`config.mk`:
```
export PLATFORM = sky130hd
export DESIGN_NAME = alu_op_decoder
export DESIGN_NICKNAME = d
export VERILOG_FILES = /design/src/rtl/alu_op_decoder_pkg.sv /design/src/rtl/alu_op_decoder_imm_gen.sv /design/src/rtl/alu_op_decoder.sv
export SDC_FILE = /design/constraint.sdc
export NUM_CORES = 1
export LEC_CHECK = 0
export ABC_AREA = 0
export CORE_MARGIN = 8
export CORE_UTILIZATION = 41
export CTS_BUF_LIST = sky130_fd_sc_hd__clkbuf_8
export CTS_CLUSTER_DIAMETER = 200
export CTS_CLUSTER_SIZE = 14
export DETAILED_ROUTE_END_ITERATION = 10
export PLACE_DENSITY = 0.78
export SLEW_MARGIN = 25
export SYNTH_ARGS = -nofsm -noshare
export SYNTH_HDL_FRONTEND = slang
export SYNTH_SLANG_ARGS = --single-unit
```
`constraint.sdc`:
```
create_clock -name clk -period 2.7 [get_ports clk]
set_input_delay 0.54 -clock clk [delete_from_list [all_inputs] [get_ports clk]]
set_output_delay 0.54 -clock clk [all_outputs]
set_load 0.01 [all_outputs]
```
`src/rtl/alu_op_decoder_pkg.sv`:
```
// alu_op_decoder_pkg
// Shared constants for the instruction-to-ALU-control stage and anything
// else that needs to talk about ALU control codes or RV32I fields:
//   - the eleven 4-bit ALU control codes
//   - RV32I major opcodes, funct3 and funct7 values
//   - the immediate format selector used by the immediate generator
//   - a helper mapping an arithmetic funct3 to its default ALU code
package alu_op_decoder_pkg;

  // ALU control codes driven toward the ALU
  localparam logic [3:0] ALU_AND    = 4'b0000;
  localparam logic [3:0] ALU_OR     = 4'b0001;
  localparam logic [3:0] ALU_ADD    = 4'b0010;
  localparam logic [3:0] ALU_SLL    = 4'b0011;
  localparam logic [3:0] ALU_SLT    = 4'b0100;
  localparam logic [3:0] ALU_SLTU   = 4'b0101;
  localparam logic [3:0] ALU_SUB    = 4'b0110;
  localparam logic [3:0] ALU_XOR    = 4'b0111;
  localparam logic [3:0] ALU_SRL    = 4'b1000;
  localparam logic [3:0] ALU_PASS_B = 4'b1001;
  localparam logic [3:0] ALU_SRA    = 4'b1010;

  // RV32I major opcodes
  localparam logic [6:0] OP_LOAD   = 7'b0000011;
  localparam logic [6:0] OP_IMM    = 7'b0010011;
  localparam logic [6:0] OP_AUIPC  = 7'b0010111;
  localparam logic [6:0] OP_STORE  = 7'b0100011;
  localparam logic [6:0] OP_REG    = 7'b0110011;
  localparam logic [6:0] OP_LUI    = 7'b0110111;
  localparam logic [6:0] OP_BRANCH = 7'b1100011;
  localparam logic [6:0] OP_JALR   = 7'b1100111;
  localparam logic [6:0] OP_JAL    = 7'b1101111;

  // Arithmetic funct3 values
  localparam logic [2:0] F3_ADD_SUB = 3'b000;
  localparam logic [2:0] F3_SLL     = 3'b001;
  localparam logic [2:0] F3_SLT     = 3'b010;
  localparam logic [2:0] F3_SLTU    = 3'b011;
  localparam logic [2:0] F3_XOR     = 3'b100;
  localparam logic [2:0] F3_SR      = 3'b101;
  localparam logic [2:0] F3_OR      = 3'b110;
  localparam logic [2:0] F3_AND     = 3'b111;

  // Branch funct3 values
  localparam logic [2:0] F3_BEQ  = 3'b000;
  localparam logic [2:0] F3_BNE  = 3'b001;
  localparam logic [2:0] F3_BLT  = 3'b100;
  localparam logic [2:0] F3_BGE  = 3'b101;
  localparam logic [2:0] F3_BLTU = 3'b110;
  localparam logic [2:0] F3_BGEU = 3'b111;

  // funct7 values: base encoding and the SUB/SRA alternate
  localparam logic [6:0] F7_BASE = 7'b0000000;
  localparam logic [6:0] F7_ALT  = 7'b0100000;

  // Immediate format selector; IMM_NONE produces zero
  typedef enum logic [2:0] {
    IMM_NONE,
    IMM_I,
    IMM_S,
    IMM_B,
    IMM_U,
    IMM_J
  } imm_fmt_e;

  // Default ALU code for an arithmetic funct3, assuming the base funct7
  // (so 000 is ADD and 101 is SRL); callers patch in SUB/SRA themselves.
  function automatic logic [3:0] alu_from_funct3(input logic [2:0] f3);
    logic [3:0] code;
    case (f3)
      F3_ADD_SUB: code = ALU_ADD;
      F3_SLL:     code = ALU_SLL;
      F3_SLT:     code = ALU_SLT;
      F3_SLTU:    code = ALU_SLTU;
      F3_XOR:     code = ALU_XOR;
      F3_SR:      code = ALU_SRL;
      F3_OR:      code = ALU_OR;
      default:    code = ALU_AND;
    endcase
    return code;
  endfunction

endpackage

```
`src/rtl/alu_op_decoder_imm_gen.sv`:
```
// alu_op_decoder_imm_gen
// Purely combinational immediate generator for RV32I. Kept separate so the
// PC/branch-target logic can reuse it.
// Ports:
//   instr - instruction bits [31:7]; the opcode field never feeds an immediate
//   fmt   - which immediate format to extract (IMM_NONE gives zero)
//   imm   - sign-extended immediate, Width bits
module alu_op_decoder_imm_gen
  import alu_op_decoder_pkg::*;
#(
  parameter int Width = 32
) (
  input  logic [31:7]      instr,
  input  imm_fmt_e         fmt,
  output logic [Width-1:0] imm
);

  logic [31:0] imm32;

  // Every format sign-extends from instr[31]; B and J force bit 0 low and
  // U places the upper 20 bits with zeros below.
  always_comb begin
    imm32 = '0;
    case (fmt)
      IMM_I:   imm32 = {{20{instr[31]}}, instr[31:20]};
      IMM_S:   imm32 = {{20{instr[31]}}, instr[31:25], instr[11:7]};
      IMM_B:   imm32 = {{19{instr[31]}}, instr[31], instr[7], instr[30:25],
                        instr[11:8], 1'b0};
      IMM_U:   imm32 = {instr[31:12], 12'b0};
      IMM_J:   imm32 = {{11{instr[31]}}, instr[31], instr[19:12], instr[20],
                        instr[30:21], 1'b0};
      default: imm32 = '0;
    endcase
  end

  assign imm = Width'(imm32);

endmodule

```
`src/rtl/alu_op_decoder.sv`:
```
// alu_op_decoder
// Registered RV32I instruction-to-ALU-control stage with a valid/ready
// handshake on both sides. Decoded control appears one cycle after a
// transfer and is held stable while the consumer stalls.
// Ports:
//   clk, reset          - clock (rising edge), synchronous active-high reset
//   in_valid/in_ready   - instruction handshake; in_ready is combinational
//   instr               - RV32I instruction word
//   out_valid/out_ready - decoded-result handshake
//   controlsignal       - 4-bit ALU control code
//   alu_src_imm         - 1 selects imm as operand B, 0 selects rs2
//   imm                 - sign-extended immediate
//   is_branch           - conditional branch, taken test uses ALU zero
//   branch_inv          - 1: taken when zero==1; 0: taken when zero==0
//   illegal             - current output is an unsupported encoding
//   trap                - sticky illegal flag (tied low if ILLEGAL_TRAP=0)
module alu_op_decoder
  import alu_op_decoder_pkg::*;
#(
  parameter int Width        = 32,
  parameter bit ILLEGAL_TRAP = 1'b1
) (
  input  logic             clk,
  input  logic             reset,
  input  logic             in_valid,
  output logic             in_ready,
  input  logic [31:0]      instr,
  output logic             out_valid,
  input  logic             out_ready,
  output logic [3:0]       controlsignal,
  output logic             alu_src_imm,
  output logic [Width-1:0] imm,
  output logic             is_branch,
  output logic             branch_inv,
  output logic             illegal,
  output logic             trap
);

  logic [6:0]       opcode;
  logic [2:0]       funct3;
  logic [6:0]       funct7;
  logic [3:0]       dec_ctrl;
  logic             dec_src_imm;
  imm_fmt_e         dec_fmt;
  logic             dec_branch;
  logic             dec_inv;
  logic             dec_illegal;
  logic [Width-1:0] dec_imm;
  logic             take;

  assign opcode = instr[6:0];
  assign funct3 = instr[14:12];
  assign funct7 = instr[31:25];

  // A new word can enter whenever the output register is empty or is being
  // consumed this cycle.
  assign in_ready = !out_valid || out_ready;
  assign take     = in_valid && in_ready;

  // Field decode. R-type words carry no immediate, so they select IMM_NONE
  // and present zero. Any illegal encoding collapses to the neutral ADD/rs2
  // setting at the end so downstream never sees half-decoded control.
  always_comb begin
    dec_ctrl    = ALU_ADD;
    dec_src_imm = 1'b0;
    dec_fmt     = IMM_NONE;
    dec_branch  = 1'b0;
    dec_inv     = 1'b0;
    dec_illegal = 1'b0;
    case (opcode)
      OP_REG: begin
        dec_ctrl = alu_from_funct3(funct3);
        if (funct3 == F3_ADD_SUB || funct3 == F3_SR) begin
          if (funct7 == F7_ALT) begin
            dec_ctrl = (funct3 == F3_SR) ? ALU_SRA : ALU_SUB;
          end else if (funct7 != F7_BASE) begin
            dec_illegal = 1'b1;
          end
        end else if (funct7 != F7_BASE) begin
          dec_illegal = 1'b1;
        end
      end
      OP_IMM: begin
        dec_ctrl    = alu_from_funct3(funct3);
        dec_src_imm = 1'b1;
        dec_fmt     = IMM_I;
        if (funct3 == F3_SLL && funct7 != F7_BASE) begin
          dec_illegal = 1'b1;
        end else if (funct3 == F3_SR) begin
          if (funct7 == F7_ALT) begin
            dec_ctrl = ALU_SRA;
          end else if (funct7 != F7_BASE) begin
            dec_illegal = 1'b1;
          end
        end
      end
      OP_LOAD, OP_JALR: begin
        dec_src_imm = 1'b1;
        dec_fmt     = IMM_I;
      end
      OP_STORE: begin
        dec_src_imm = 1'b1;
        dec_fmt     = IMM_S;
      end
      OP_AUIPC: begin
        dec_src_imm = 1'b1;
        dec_fmt     = IMM_U;
      end
      OP_LUI: begin
        dec_ctrl    = ALU_PASS_B;
        dec_src_imm = 1'b1;
        dec_fmt     = IMM_U;
      end
      OP_JAL: begin
        dec_src_imm = 1'b1;
        dec_fmt     = IMM_J;
      end
      OP_BRANCH: begin
        // SLT/SLTU give 1 when less, so "less" means zero==0.
        dec_branch = 1'b1;
        dec_fmt    = IMM_B;
        case (funct3)
          F3_BEQ:  begin dec_ctrl = ALU_SUB;  dec_inv = 1'b1; end
          F3_BNE:  begin dec_ctrl = ALU_SUB;  dec_inv = 1'b0; end
          F3_BLT:  begin dec_ctrl = ALU_SLT;  dec_inv = 1'b0; end
          F3_BGE:  begin dec_ctrl = ALU_SLT;  dec_inv = 1'b1; end
          F3_BLTU: begin dec_ctrl = ALU_SLTU; dec_inv = 1'b0; end
          F3_BGEU: begin dec_ctrl = ALU_SLTU; dec_inv = 1'b1; end
          default: dec_illegal = 1'b1;
        endcase
      end
      default: dec_illegal = 1'b1;
    endcase
    if (dec_illegal) begin
      dec_ctrl    = ALU_ADD;
      dec_src_imm = 1'b0;
      dec_fmt     = IMM_NONE;
      dec_branch  = 1'b0;
      dec_inv     = 1'b0;
    end
  end

  alu_op_decoder_imm_gen #(
    .Width(Width)
  ) u_imm_gen (
    .instr(instr[31:7]),
    .fmt  (dec_fmt),
    .imm  (dec_imm)
  );

  // Output register. While stalled (in_ready low) nothing changes. When the
  // consumer drains without a new word, only out_valid drops; the data
  // fields keep their last values. trap latches on the capture of an
  // illegal word and only reset clears it.
  always_ff @(posedge clk) begin
    if (reset) begin
      out_valid     <= 1'b0;
      controlsignal <= ALU_ADD;
      alu_src_imm   <= 1'b0;
      imm           <= '0;
      is_branch     <= 1'b0;
      branch_inv    <= 1'b0;
      illegal       <= 1'b0;
      trap          <= 1'b0;
    end else begin
      if (in_ready) begin
        out_valid <= in_valid;
      end
      if (take) begin
        controlsignal <= dec_ctrl;
        alu_src_imm   <= dec_src_imm;
        imm           <= dec_imm;
        is_branch     <= dec_branch;
        branch_inv    <= dec_inv;
        illegal       <= dec_illegal;
        if (ILLEGAL_TRAP && dec_illegal) begin
          trap <= 1'b1;
        end
      end
    end
  end

endmodule

```
## Word level (Yosys, flattened, before mapping)

Index checks and enable logic that the tools add are counted.

- Reductions and logical operators: 17
- Mux-type cells: 27
- Eq/ne operators: 22

Operators with widths:

| kind | count |
|---|---|
| 32-bit case mux with 5 select lines | 1 |
| 7-bit by 6-bit equality test with 1-bit output (second input constant) | 4 |
| 4-bit 2-to-1 mux | 7 |
| 4-bit case mux with 7 select lines | 1 |
| 7-bit equality test (second input constant) | 3 |
| 3-bit equality test (second input constant) | 6 |
| 4-bit case mux with 4 select lines | 1 |
| 3-bit case mux with 5 select lines | 1 |
| 7-bit by 5-bit equality test with 1-bit output (second input constant) | 2 |
| 1-bit 2-to-1 mux | 13 |
| 3-bit by 2-bit equality test with 1-bit output (second input constant) | 4 |
| 6-bit OR reduction | 2 |
| 3-bit case mux with 3 select lines | 1 |
| 2-bit OR reduction | 4 |
| 7-bit by 2-bit equality test with 1-bit output (second input constant) | 1 |
| 7-bit nonzero test | 1 |
| 7-bit OR reduction | 1 |
| 3-bit by 1-bit equality test with 1-bit output (second input constant) | 2 |
| 3-bit OR reduction | 2 |
| 1-bit case mux with 4 select lines | 1 |
| 3-bit zero test | 1 |
| 3-bit 2-to-1 mux | 1 |
| 1-bit logical AND | 2 |
| 1-bit logical OR | 2 |
| other kinds (2) | 2 |

- Input port bits: 36
- Logic and storage cells: 74
- Register bits after elaboration: 42
- Output and inout port bits: 43

## Longest topological paths before layout

- Word-level depth: 9
- Gate-level depth with buffers: 9
- Depth with buffers taken out: 6

## By module

A second synthesis with hierarchy kept.

- Cells, all modules: 311
- Area total of the unflattened synthesis: 2303.5 sq um

By module, submodules not included:

| module | area an instance (sq um) | instances | cells each | seq. area each (sq um) |
|---|---|---|---|---|
| alu_op_decoder | 1913.1 | 1 | 245 | 840.8 |
| alu_op_decoder_imm_gen | 390.4 | 1 | 66 | 0.0 |

## Worst setup path after synthesis

Ideal clock, no wire load.

- Path kind: input port to flip-flop
- Start point: input instr[25]
- End point: register branch_inv
- Buffers on the path: 0
- Required time: 2630 ps
- Cell stages on the path: 6
- Arrival time: 2498 ps
- Library setup time: 70 ps
- Path slack: 132 ps
- Path through: or4_4 -> a2111oi_4 -> o21ai_2 -> or3_4 -> or4_1 -> a21oi_1

- Cells in the longest elaborated chain, start to end: 7
- Elaborated cells between the ends (all ways): 10
- Those cells by class: eq/ne: 1; mux: 7; reduce/logical: 2

RTL lines:

| what | line | source |
|---|---|---|
| start: declaration | alu_op_decoder.sv:27 | `input logic [31:0] instr,` |
| 7-bit nonzero test | n/a |  |
| 1-bit 2-to-1 mux | alu_op_decoder.sv:76, alu_op_decoder.sv:79, alu_op_decoder.sv:92 |  |
| 1-bit 2-to-1 mux | alu_op_decoder.sv:74 | `if (funct7 == F7_ALT) begin` |
| 1-bit 2-to-1 mux | alu_op_decoder.sv:89 | `end else if (funct3 == F3_SR) begin` |
| 1-bit 2-to-1 mux | alu_op_decoder.sv:87 | `if (funct3 == F3_SLL && funct7 != F7_BASE) begin` |
| 1-bit case mux with 4 select lines * | alu_op_decoder.sv:70 | `case (opcode)` |
| 1-bit 2-to-1 mux * | alu_op_decoder.sv:134 | `if (dec_illegal) begin` |
| end signal: assignment | alu_op_decoder.sv:174 | `branch_inv <= dec_inv;` |
| end: declaration | alu_op_decoder.sv:34 | `output logic branch_inv,` |

Mark *: on every way between the ends. The rest lies on a longest branch, timed or not.
A chain may end at the register's enable or synchronous reset.

## Worst setup path after layout

- Start point: input instr[0]
- End point: register controlsignal[2]

- Cells in the longest elaborated chain, start to end: 4
- Elaborated cells between the ends (all ways): 13
- Those cells by class: eq/ne: 9; mux: 3; reduce/logical: 1

RTL lines:

| what | line | source |
|---|---|---|
| 7-bit equality test, or another cell as far along | alu_op_decoder.sv:70 |  |
| 6-bit OR reduction (no line) | n/a |  |
| 1-bit case mux with 4 select lines | alu_op_decoder.sv:70 |  |
| 4-bit 2-to-1 mux * | alu_op_decoder.sv:134 |  |
| end signal: assignment | alu_op_decoder.sv:170 | `controlsignal <= dec_ctrl;` |
| end: declaration | alu_op_decoder.sv:30 | `output logic [3:0] controlsignal,` |

Marked as above.

==> impl_metrics.prom <==
# TYPE chip_impl_metric gauge
chip_impl_metric{name="placeableCoreArea",unit="um^2"} 4790
chip_impl_metric{name="synth_area_in_compound_gates",unit="%"} 30.4
chip_impl_metric{name="die_width",unit="um"} 86.8
chip_impl_metric{name="clk-insertion-delay-late",unit="ns"} 0.31
chip_impl_metric{name="area_growth",unit="%"} 61.4
chip_impl_metric{name="slew_headroom",unit="%"} 72.4
chip_impl_info{name="setup_repair_after_global_routing_missed_its_margin",value="no"} 1
chip_impl_metric{name="adder_cell_share_of_the_synthesized_area",unit="%"} 0
chip_impl_metric{name="final.min_clock_period",unit="ns"} 2.46
chip_impl_metric{name="number_of_global_route_vias_before_repair",unit=""} 2223
chip_impl_metric{name="critPathMaxFanout",unit=""} 3
chip_impl_metric{name="final_hold_viol_count",unit=""} 0
chip_impl_metric{name="worst_slew_pin_slew",unit="ns"} 0.414
chip_impl_metric{name="muxShareOfSynthArea",unit="%"} 0.547
chip_impl_metric{name="drc",unit=""} 0
chip_impl_metric{name="synth_nets",unit=""} 291
chip_impl_info{name="tritoncts",value="done"} 1
chip_impl_metric{name="cts_made_buffers",unit=""} 5
chip_impl_metric{name="synth_async_sr_flop_share",unit="%"} 0
chip_impl_info{name="routed.top_layer",value="met4"} 1
chip_impl_metric{name="maxCapViolCount",unit=""} 0
chip_impl_info{name="timing_worst_setup_path_type",value="in -> reg"} 1
chip_impl_metric{name="synth_cell_types",unit=""} 43
chip_impl_metric{name="report.power.total",unit="uW"} 1350
chip_impl_metric{name="synth.yosys.warnings",unit=""} 0
chip_impl_metric{name="seq_area_frac_synth",unit="%"} 40.9
chip_impl_metric{name="cp.required",unit="ns"} 2.95
chip_impl_info{name="start_kind",value="input pin"} 1
chip_impl_metric{name="antenna_found_initial",unit=""} 0
chip_impl_metric{name="num_antenna_cells",unit=""} 0
chip_impl_metric{name="clock_skew",unit="ns"} 0.00687
chip_impl_info{name="status",value="finished clean"} 1
chip_impl_metric{name="detailroute.via_count",unit=""} 2292
chip_impl_metric{name="clock_sinks",unit=""} 42
chip_impl_info{name="hold_path_class",value="reg -> reg"} 1
chip_impl_metric{name="drive_gt1_share",unit="%"} 18.0
chip_impl_info{name="cts.root.buffer_cell",value="sky130_fd_sc_hd__clkbuf_8"} 1
chip_impl_metric{name="dp_hpwl",unit="um"} 5300
chip_impl_metric{name="final-instance-count-excl-fill",unit=""} 428
chip_impl_metric{name="synth_enable_flop_cells",unit=""} 0
chip_impl_metric{name="io_buffer_count",unit=""} 78
chip_impl_metric{name="cp_data_arrival_time",unit="ns"} 2.71
chip_impl_metric{name="synth.cell_area",unit="um^2"} 2060
chip_impl_metric{name="synthXorXnorAreaFrac",unit="%"} 0.426
chip_impl_metric{name="final-max-slew-violation-count",unit=""} 0
chip_impl_metric{name="routed_wire_length_per_instance",unit="um"} 16.8
chip_impl_metric{name="design.final.nets",unit=""} 396
chip_impl_metric{name="global_route.overflow_total",unit=""} 0
chip_impl_metric{name="hold-worst-slack",unit="ns"} 0.457
chip_impl_metric{name="core.rowCount",unit=""} 25
chip_impl_metric{name="die_h",unit="um"} 86.8
chip_impl_metric{name="met2_length",unit="um"} 3360
chip_impl_metric{name="vdd_drop_max",unit="mV"} 0.355
chip_impl_metric{name="synth_area_in_simple_gates",unit="%"} 23.5
chip_impl_metric{name="antenna_violating_nets_post_route",unit=""} 0
chip_impl_metric{name="floorplan.io_pins",unit=""} 79
chip_impl_metric{name="die_area",unit="um^2"} 7540
chip_impl_metric{name="power.density_cell_area",unit="nW/um^2"} 405
chip_impl_metric{name="number_of_placed_cells_counting_well_taps",unit=""} 418
chip_impl_metric{name="finalSetupViolCount",unit=""} 0
chip_impl_metric{name="detailedRoute.firstPassIterationCount",unit=""} 4
chip_impl_metric{name="routability_congestion_estimate",unit=""} 0.903
chip_impl_metric{name="total_leakage_power",unit="uW"} 0.00123
chip_impl_metric{name="clock_path_buffers",unit=""} 2
chip_impl_metric{name="finalWorstSetupSlack",unit="ns"} 0.238
chip_impl_metric{name="grt_use_total",unit="%"} 18.7
chip_impl_info{name="synth_top_family_by_area",value="compound AO/OA/AOI/OAI gates"} 1
chip_impl_metric{name="post_synth.cell_area_avg",unit="um^2"} 8.07
chip_impl_metric{name="postRouteWirelength",unit="um"} 7180
chip_impl_metric{name="h-tree-depth",unit=""} 2
chip_impl_metric{name="met3RoutedLength",unit="um"} 406
chip_impl_metric{name="path_clk_slew",unit="ns"} 0.09
chip_impl_metric{name="initial_core_util",unit="%"} 43.0
chip_impl_metric{name="viasPerCell",unit=""} 5.36
chip_impl_metric{name="yosys_register_bits",unit=""} 42
chip_impl_metric{name="fmaxAchievable",unit="GHz"} 0.406
chip_impl_info{name="setup.worst_path.end_class",value="flip-flop"} 1
chip_impl_metric{name="maximum_number_of_pins_on_one_net_before_global_route_repair",unit=""} 30
chip_impl_info{name="synth-main-ff-cell",value="sky130_fd_sc_hd__dfxtp_1"} 1
chip_impl_metric{name="placement.setup.worst_slack",unit="ns"} -0.397
chip_impl_metric{name="drt_first_iter_violations",unit=""} 134
chip_impl_metric{name="grt_pass1_wl",unit="um"} 11200
chip_impl_metric{name="met1Wirelength",unit="um"} 3290
chip_impl_metric{name="fill_cell_total_of_the_finished_layout",unit=""} 373
chip_impl_metric{name="part_of_the_cycle_the_worst_path_needs",unit="%"} 91.2
chip_impl_metric{name="synth_instances",unit=""} 255
## cell usage after synthesis, types with 2 or more instances
cell type                  number  area [um^2]
sky130_fd_sc_hd__clkbuf_1      18         67.6
sky130_fd_sc_hd__and2_1         3         18.8
sky130_fd_sc_hd__a32o_1         8         80.1
sky130_fd_sc_hd__nand4b_1       2         17.5
sky130_fd_sc_hd__dfxtp_1       42          841
sky130_fd_sc_hd__o21ai_0       23          115
sky130_fd_sc_hd__a22o_1         5         43.8
sky130_fd_sc_hd__nor3b_1        3         22.5
sky130_fd_sc_hd__nand3_1        5         25.0
sky130_fd_sc_hd__nand2_1       38          143
sky130_fd_sc_hd__a31oi_1        2         12.5
sky130_fd_sc_hd__a21boi_0       9         67.6
sky130_fd_sc_hd__a32oi_1        3         26.3
sky130_fd_sc_hd__o211ai_1       3         22.5
sky130_fd_sc_hd__nand3b_1       2         15.0
sky130_fd_sc_hd__nor2_1        17         63.8
sky130_fd_sc_hd__o22ai_1        2         12.5
sky130_fd_sc_hd__inv_1          5         18.8
sky130_fd_sc_hd__a211oi_1       3         22.5
sky130_fd_sc_hd__a22oi_1        6         45.0
sky130_fd_sc_hd__or2_2          2         12.5
sky130_fd_sc_hd__nand2b_1       3         18.8
sky130_fd_sc_hd__or3_2          2         15.0
sky130_fd_sc_hd__a21oi_1       23          115
sky130_fd_sc_hd__and3_1         2         12.5
sky130_fd_sc_hd__nor3_1         6         30.0
sky130_fd_sc_hd__nor2b_1        2         12.5
## layer usage
| metal | track usage [%] | vias to the layer above |
|---|---|---|
| met1 | 23.7 | 1066 |
| met3 | 4.63 | 10 |
| met5 | 0 | - |
| met2 | 29.8 | 76 |
| met4 | 6.89 | 0 |
| li1 | - | 1140 |
## path summary, 6_finish.rpt
check	depth (start not counted)	start	end	slack, ns
min reg2reg	2	imm[18]	imm[18]	0.46
min	2	imm[18]	imm[18]	0.46
max reg2reg	5	out_valid	imm[11]	1.14
max	8	instr[0]	controlsignal[2]	0.24
## worst max-delay path, stage by stage
cell                              delay [ns]
sky130_fd_sc_hd__clkdlybuf4s50_1        0.49
sky130_fd_sc_hd__nor4bb_2               0.31
sky130_fd_sc_hd__buf_4                  0.16
sky130_fd_sc_hd__nand3b_1               0.15
sky130_fd_sc_hd__nor2_1                 0.16
sky130_fd_sc_hd__or4b_2                 0.62
sky130_fd_sc_hd__o211ai_1               0.11
sky130_fd_sc_hd__a32o_1                 0.17
## report_power, final
group	internal (uW)	switching (uW)
Clock	282	241
Sequential	623	2.28
Combinational	102	94.4
## placed cells by master, fill, tap and decap left out, types with 6 or more instances in the layout
| master | synthesis | final |
|---|---|---|
| sky130_fd_sc_hd__clkdlybuf4s50_1 | 0 | 74 |
| sky130_fd_sc_hd__dfxtp_1 | 42 | 42 |
| sky130_fd_sc_hd__nand2_1 | 38 | 38 |
| sky130_fd_sc_hd__buf_4 | 0 | 37 |
| sky130_fd_sc_hd__o21ai_0 | 23 | 23 |
| sky130_fd_sc_hd__a21oi_1 | 23 | 21 |
| sky130_fd_sc_hd__nor2_1 | 17 | 16 |
| sky130_fd_sc_hd__a21boi_0 | 9 | 9 |
| sky130_fd_sc_hd__a32o_1 | 8 | 8 |
| sky130_fd_sc_hd__a22oi_1 | 6 | 6 |
## state kept, by name, indices dropped and copies added, names as in the netlist
register and flops:
trap 1, imm 32, illegal 1, is_branch 1, branch_inv 1, out_valid 1
alu_src_imm 1, controlsignal 4
## per-stage QoR
stage	setup TNS (ns)	instance area [um^2]	util (%)
6_report	0	3320	69.4
5_1_grt	0	3320	69.4
4_1_cts	0	3280	68.4
3_5_place_dp	-6.08	3150	65.7
3_3_place_gp	-3.92	3150	65.7
2_1_floorplan	0	2060	-
## cell type report
class,count,area [um^2],share of cell area (%)
tap,67,83.8,2.53
inverter,5,18.8,0.565
clock inverter,3,48.8,1.47
clock buffer,5,68.8,2.07
multi-input combinational,190,1170,35.2
timing repair buffer,116,1090,32.8
sequential,42,841,25.3
## what timing repair did
item / 4_1_cts / 5_1_grt
buffers inserted: 1 / 1
hold buffers: 0 / 0
pin swaps: 4 / 6
setup endpoints to repair: 3 / 10
gates resized for setup: 1 / 10
## cell families after synthesis
family                    count (synthesis)
and+or+nand+nor                          96
AOI/OAI and AO/OA                        92
DFF                                      42
buffers and inverters                    23
xor gates and xnor gates                  1
muxes                                     1
Note: power is estimated with default switching activity, not from simulation.
